`config.mk`:
```
export PLATFORM = sky130hd
export DESIGN_NAME = threshold_subtractor
export DESIGN_NICKNAME = d
export VERILOG_FILES = /design/src/rtl/threshold_subtractor.sv
export SDC_FILE = /design/constraint.sdc
export NUM_CORES = 1
export LEC_CHECK = 0
export CORE_MARGIN = 2
export CORE_UTILIZATION = 45
export CTS_CLUSTER_SIZE = 40
export DETAILED_ROUTE_END_ITERATION = 10
export PLACE_DENSITY = 0.83
export SETUP_SLACK_MARGIN = 0.05
export SLEW_MARGIN = 10
export SYNTH_ARGS = -nofsm -noshare
export SYNTH_HDL_FRONTEND = slang
export SYNTH_SLANG_ARGS = --single-unit
```
`constraint.sdc`:
```
create_clock -name clk -period 3.28 [get_ports clk]
set_input_delay 0.328 -clock clk [delete_from_list [all_inputs] [get_ports clk]]
set_output_delay 0.328 -clock clk [all_outputs]
set_load 0.05 [all_outputs]
```
`src/rtl/threshold_subtractor.sv`:
```
// threshold_subtractor: repeated signed subtraction of a threshold from a
// membrane potential, producing the residual potential and the spike count.
//
// state | meaning
// ------+-----------------------------------------------------------------
// IDLE  | waiting for a potential/threshold pair, in_ready high
// SUB   | one compare per cycle, subtracting while p >= t and count < max
// DONE  | result held on residual/spike_count/count_sat, out_valid high
module threshold_subtractor #(
    parameter int DATA_WIDTH   = 9,
    parameter int THRESH_WIDTH = 9,
    parameter int COUNT_WIDTH  = 4
) (
    input  logic                           clk,
    input  logic                           rst_n,
    input  logic                           in_valid,
    output logic                           in_ready,
    input  logic signed [DATA_WIDTH-1:0]   potential,
    input  logic signed [THRESH_WIDTH-1:0] threshold,
    output logic                           out_valid,
    input  logic                           out_ready,
    output logic signed [DATA_WIDTH-1:0]   residual,
    output logic [COUNT_WIDTH-1:0]         spike_count,
    output logic                           count_sat
);

    typedef enum logic [1:0] {
        S_IDLE = 2'd0,
        S_SUB  = 2'd1,
        S_DONE = 2'd2
    } state_t;

    state_t                        state_q, state_nxt;
    logic signed [DATA_WIDTH-1:0]  p_q, p_nxt;
    logic signed [DATA_WIDTH-1:0]  t_q, t_nxt;
    logic [COUNT_WIDTH-1:0]        cnt_q, cnt_nxt;
    logic                          sat_q, sat_nxt;

    logic signed [DATA_WIDTH-1:0]  t_in;
    logic                          t_in_nonpos;
    logic signed [DATA_WIDTH:0]    diff;
    logic                          p_ge_t;
    logic                          cnt_max;

    // Threshold is sign-extended up to the potential width on entry.
    assign t_in        = DATA_WIDTH'(threshold);
    assign t_in_nonpos = t_in[DATA_WIDTH-1] || (t_in == '0);

    // One extra bit keeps the compare exact for any signed p and t.
    assign diff    = (DATA_WIDTH+1)'(p_q) - (DATA_WIDTH+1)'(t_q);
    assign p_ge_t  = ~diff[DATA_WIDTH];
    assign cnt_max = &cnt_q;

    // State and datapath registers; reset discards any operation in flight.
    always_ff @(posedge clk or negedge rst_n) begin
        if (!rst_n) begin
            state_q <= S_IDLE;
            p_q     <= '0;
            t_q     <= '0;
            cnt_q   <= '0;
            sat_q   <= 1'b0;
        end else begin
            state_q <= state_nxt;
            p_q     <= p_nxt;
            t_q     <= t_nxt;
            cnt_q   <= cnt_nxt;
            sat_q   <= sat_nxt;
        end
    end

    // Next-state and datapath update: hold everything unless a transition says otherwise.
    always_comb begin
        state_nxt = state_q;
        p_nxt     = p_q;
        t_nxt     = t_q;
        cnt_nxt   = cnt_q;
        sat_nxt   = sat_q;
        unique case (state_q)
            S_IDLE: begin
                if (in_valid) begin
                    p_nxt     = potential;
                    t_nxt     = t_in;
                    cnt_nxt   = '0;
                    sat_nxt   = 1'b0;
                    // A non-positive threshold would never converge, so skip straight to the result.
                    state_nxt = t_in_nonpos ? S_DONE : S_SUB;
                end
            end
            S_SUB: begin
                if (p_ge_t && !cnt_max) begin
                    p_nxt   = diff[DATA_WIDTH-1:0];
                    cnt_nxt = cnt_q + COUNT_WIDTH'(1);
                end else if (p_ge_t) begin
                    sat_nxt   = 1'b1;
                    state_nxt = S_DONE;
                end else begin
                    state_nxt = S_DONE;
                end
            end
            S_DONE: begin
                if (out_ready) begin
                    state_nxt = S_IDLE;
                end
            end
            default: begin
                state_nxt = S_IDLE;
            end
        endcase
    end

    // Handshake flags decode registered state only; results come straight from registers.
    always_comb begin
        in_ready    = (state_q == S_IDLE);
        out_valid   = (state_q == S_DONE);
        residual    = p_q;
        spike_count = cnt_q;
        count_sat   = sat_q;
    end

endmodule

```
==> metrics.txt, run 1 <==
non-filler cells, final 252; Die ar. 3913 um^2; Synth Area per Inst 9.129 um^2; routed wire length 3.322 mm; WL/cell 13.18 um; worst hold slack 0.3466 ns; Final Cell Area 1979 um^2; Worst Path Required 3.50 ns; Worst-path clk slew 0.14 ns; NetSw 1.092 mW; run status completed; yosys synthesis warning count 0; synthesis-to-finish area growth 28.31%; chip width 62.55 um; Die Y 62.55 um; Arr. time, crit path 2.87 ns; DR pass1 iterations 4; worst setup path class reg2reg; final worst-path cycle share 0.8077; Synth top area share 0.4055; Clock Latency Late Sink 0.33 ns; DP Cell Count 248; Syn Nets 202; total power 2.183 mW; GP Congestion 0.8166; GRT Resource Usage Total 0.1872; setup slack after layout 0.6309 ns; Critical Path Fanout Max 19; Clk pwr share 0.065; RSZ-0062 raised after global routing no; CTS buffer count 3; worst-margin pin slew 0.7182 ns; post-CTS setup buffers 0; CTS H-tree depth 1; crit start category flop; Max rail drop VDD 581.7 uV; Max-cap violations 0; I/O pin count 38; sequential group share of total power 0.240; Max Slew Vio Count 0; filler cell count 307; Initial Util 0.4660; Synth Register Bits 25; Setup WS pre-CTS 0.6565 ns; Async S/R FF share, synth 1.000; top cells by area, synth dfrtp_1 41%, ha_1 8.1%, o21ai_0 6.8%; Synth area leader dfrtp_1; post-layout util 0.5979; Post-synth EDFFs 0; Static Leak 0.8631 nW; post-synthesis cell type count 38; Clock Root Buffer clkbuf_4; sw frac 0.5001; share of post-route cells with drive strength above 1 0.08252; min Tclk post-route 2.649 ns; Hold-fix buffers, CTS 0; endpoints failing hold 0; post-cts sizing count 0; CTS Sinks 25; CTS Buffer Depth 2; ys flop type dfrtp_1; Post-synth top cells 27 x nand2_1, 25 x dfrtp_1, 21 x o21ai_0, 11 x inv_1, 10 x ha_1; post-placement cell area 1952 um^2; most numerous cell in the Yosys netlist nand2_1; total congestion overflow 0; via-per-instance ratio 5.179; Max Clk Rate 377.5 MHz; Pint 1.091 mW; Worst Setup End Kind flop; NumNets Final 240; Final Setup Violations 0; DRT antenna net count 0; antenna violations before repair 0; vias in the first global route 1289; Core ar. 3311 um^2; CTS tree built; Worst slew margin 0.5196; DR iter-0 viols 54; Synth Cell Area 1543 um^2; Gate power share 0.695; n_diodes 0; detailed-route via count 1305; # DRC 0; clk_skew 0.01155 ns; pin count of the biggest net entering global routing 26; dpl hpwl 2.531 mm; sequential share of the synthesized area 0.4055; Tightest Hold Check Type in2async; setup_tns 0 ns; Synth Instances 169; PD cells 1103 nW/um^2; global-route wire length before repair 5.865 mm; IO buf count 37; row cnt 21
## path summary, 6_finish.rpt
check	startpoint	end	slack, ns	depth (start not counted)
max in group asynchronous	rst_n	residual[6]	2.68	2
worst max register to register	residual[6]	residual[3]	0.63	6
worst max-delay path	residual[6]	residual[3]	0.63	6
worst min-delay path	rst_n	residual[1]	0.35	2
min in group clk	t_q[0]	t_q[0]	0.51	2
worst min register to register	t_q[0]	t_q[0]	0.51	2
## cell usage in the layout, fill, tap and decap left out, types with 2 or more instances in the layout
master / n
a211oi_1: 3
a21o_1: 2
a21oi_1: 6
clkbuf_4: 3
clkdlybuf4s50_1: 37
dfrtp_1: 25
ha_1: 10
inv_1: 11
mux2_2: 4
nand2_1: 27
nand2b_1: 5
nand3_1: 7
nor2_1: 7
nor2b_1: 5
nor3_1: 3
nor4_1: 2
o2111ai_1: 2
o21a_1: 2
o21ai_0: 21
xnor2_1: 4
## critical path, cell delays in order (launching register included)
cell and delay (ns):
dfrtp_1 0.43, ha_1 0.37, a21o_2 0.24, a2111oi_4 0.39, nor2_2 0.09, nor3_4 0.61, mux2_2 0.41
## layout make-up
type	instances	area, um^2	area share
multi-input cells	128	849.6	0.4292
flip-flops and latches	25	625.6	0.3161
repair buffers	38	377.9	0.1909
well taps	46	57.56	0.02908
inverters	11	41.29	0.02086
clock buffers	3	22.52	0.01138
clock inverters	1	5.005	0.002528
## power groups by stage
| stage | Combinational, mW | Clock [mW] | Sequential [mW] |
|---|---|---|---|
| global placement | 1.49 | 0 | 0.522 |
| global route | 1.69 | 0.167 | 0.542 |
| detailed placement | 1.52 | 0 | 0.531 |
| finish | 1.52 | 0.141 | 0.524 |
| floorplan | 0.956 | 0 | 0.737 |
| CTS | 1.53 | 0.146 | 0.523 |
## cells by family after synthesis
kind of cell	share of synthesized area
AOI/OAI and AO/OA	0.1857
xor gates and xnor gates	0.02838
adders and majority gates	0.09408
buffers and inverters	0.04379
DFF	0.4055
muxes	0.03568
and+or+nand+nor	0.2068
## state kept, by name (all words and copies together) (netlist names)
name         cells
residual         9
count_sat        1
state_q          2
spike_count      4
t_q              9
## routing by layer
metal  track usage  routed length (um)
met4       0.08056                  70
met5             0                   0
met1        0.2535                1575
met2        0.2970                1507
met3       0.03063                 169
(Power assumes the default switching activity.)
==> inputs of run 2 (changes only) <==
--- a/config.mk
+++ b/config.mk
@@ -6,10 +6,10 @@
 export NUM_CORES = 1
 export LEC_CHECK = 0
 export CORE_MARGIN = 2
-export CORE_UTILIZATION = 45
+export CORE_UTILIZATION = 44
 export CTS_CLUSTER_SIZE = 40
 export DETAILED_ROUTE_END_ITERATION = 10
-export PLACE_DENSITY = 0.83
+export PLACE_DENSITY = 0.84
 export SETUP_SLACK_MARGIN = 0.05
 export SLEW_MARGIN = 10
 export SYNTH_ARGS = -nofsm -noshare
==> constraint.sdc (replaced) <==
create_clock -name clk -period 2.4 [get_ports clk]
set_input_delay 0.24 -clock clk [delete_from_list [all_inputs] [get_ports clk]]
set_output_delay 0.24 -clock clk [all_outputs]
set_load 0.05 [all_outputs]
==> metrics.txt, run 2 (synthesis gave the netlist of run 1 again) <==
CTS tree built; WL/cell 13.72 um (+4.1%); filler cell count 334 (+8.8%); pin count of the biggest net entering global routing 26 (unchanged); GRT Resource Usage Total 0.1958 (+0.008623); Max Slew Vio Count 0 (unchanged); antenna violations before repair 0 (unchanged); worst-margin pin slew 0.5045 ns (-0.2137 ns); critical-path cell list ha_1, a21o_2, a2111oi_4, nor2_2, nor3_4, buf_4, mux2_2; share of post-route cells with drive strength above 1 0.1274 (+0.04483); met2 Usage GRT 0.3311 (+0.03407); Worst Setup End Kind flop; commonest cells after routing, fill and taps aside 37 x clkdlybuf4s50_1, 27 x nand2_1, 23 x dfrtp_1, 21 x o21ai_0, 11 x inv_1; final worst-path cycle share 0.9374 (+0.1298); worst setup path class reg2reg; M3 GR Usage 0.03036 (-0.0002735); Worst-path clk slew 0.14 ns (about the same); GRT busiest layer met2; DP Cell Count 254 (+2.4%); min Tclk post-route 2.250 ns (-0.3993 ns); detailed-route via count 1340 (+2.7%); DR pass1 iterations 4 (unchanged); IO buf count 37 (unchanged); Critical Path Fanout Max 8 (-11); commonest non-fill, non-tap cell in the layout clkdlybuf4s50_1; global-route wire length before repair 6.272 mm (+6.9%); sequential cell area 628.1 um^2 (+0.40%); NumNets Final 246 (+2.5%); Worst slew margin 0.6626 (+0.1430); n_diodes 0 (unchanged); Die Y 63.22 um (+1.1%); setup_tns 0 ns (unchanged); endpoints failing hold 0 (unchanged); Clock Latency Late Sink 0.33 ns (about the same); Largest stage delay, worst path 0.44 ns (-0.17 ns); routed wire length 3.541 mm (+6.6%); GP Congestion 0.7984 (-2.2%); Hold-fix buffers, CTS 0 (unchanged); DR iter-0 viols 79 (+46%); met1 Resource Use GR 0.2577 (+0.004244); clk_skew 0.008139 ns (-0.003408 ns); post-placement cell area 2002 um^2 (+2.6%); Core ar. 3363 um^2 (+1.6%); Max rail drop VDD 651.6 uV (+12%); Final Setup Violations 0 (unchanged); Clock Root Buffer clkbuf_4; Die ar. 3996 um^2 (+2.1%); I/O pin count 38 (unchanged); via-per-instance ratio 5.194 (+0.29%); CTS Sinks 25 (unchanged); Tightest Hold Check Type in2async; Final Cell Area 2036 um^2 (+2.8%); RSZ-0062 raised after global routing yes; row cnt 21 (unchanged); Arr. time, crit path 2.48 ns (-0.39 ns); # DRC 0 (unchanged); CTS H-tree depth 1 (unchanged); DRT antenna net count 0 (unchanged); Max Clk Rate 444.5 MHz (+18%); Static Leak 0.8896 nW (+3.1%); synthesis-to-finish area growth 31.95%; chip width 63.22 um (+1.1%); PD cells 1535 nW/um^2 (+39%); Initial Util 0.4587 (-0.007281); post-layout util 0.6053 (+0.007399); crit start category flop; non-filler cells, final 258 (+2.4%); crit path max-delay cell type dfrtp_2; area of the multi-input gates 858.3 um^2 (+1.0%); total congestion overflow 0 (unchanged); CTS Buffer Depth 2 (unchanged); CTS buffer count 3 (unchanged); dpl hpwl 2.789 mm (+10%); Worst Path Required 2.63 ns (-0.87 ns); Max-cap violations 0 (unchanged); vias in the first global route 1395 (+8.2%); run status completed
## run 2: cell count changes in the layout (fill, tap and decap cells not counted), sizes merged
cell / delta
buf: +6
## run 2: report_power, final
part / internal [mW] / switching [mW] / leakage [nW]
registers: 0.602 / 0.120 / 0.310
clock network: 0.0627 / 0.130 / 0.0177
logic: 0.910 / 1.30 / 0.562
total: 1.58 / 1.55 / 0.890
## run 2: stage by stage
step | hold WS [ns] | setup WS [ns] | total power, mW
6_report | 0.2567 | 0.1502 | 3.125
2_1_floorplan | -0.05559 | 0.05469 | 2.322
5_1_grt | 0.2656 | 0.003352 | 3.398
4_1_cts | 0.2709 | 0.1259 | 3.114
3_3_place_gp | 0.4788 | 0.2114 | 2.848
3_5_place_dp | 0.4835 | 0.1410 | 2.906
## run 2: timing repair
item                                    CTS  global route
buffers inserted                          0             0
gates resized for setup                   0             1
endpoints found under the setup margin    0             5
endpoints found under the hold margin     0             0
## run 2: path summary, 6_finish.rpt
path                         startpoint           to  slack [ns]  cells past startpoint
min reg2reg                   count_sat    count_sat        0.52                      1
max reg2reg                 residual[6]  residual[3]        0.15                      7
min                               rst_n  residual[1]        0.26                      2
min in group clk           threshold[0]       t_q[0]        0.47                      3
max in group asynchronous         rst_n  residual[6]        1.87                      2
max                         residual[6]  residual[3]        0.15                      7
## run 2: final cells by class
cell class | count | share of cell area
Clock buffer | 3 | 0.01106
Clock inverter | 1 | 0.002459
Inverter | 11 | 0.02028
Multi-Input combinational cell | 128 | 0.4216
Sequential cell | 25 | 0.3085
Tap cell | 46 | 0.02827
Timing Repair Buffer | 44 | 0.2077
## run 2: critical path, delay by kind of cell (launching register included)
kind | cells | cell delay, ns
flops | 1 | 0.44
mux | 1 | 0.33
fa+ha+maj | 1 | 0.31
buf+inv | 1 | 0.19
simple gates | 2 | 0.25
compound gates | 2 | 0.63
## run 2: routing by layer
metal,vias to the layer above,wire (um)
met2,35,1714
met4,0,34
met3,3,162
met5,-,0
li1,676,-
met1,626,1630
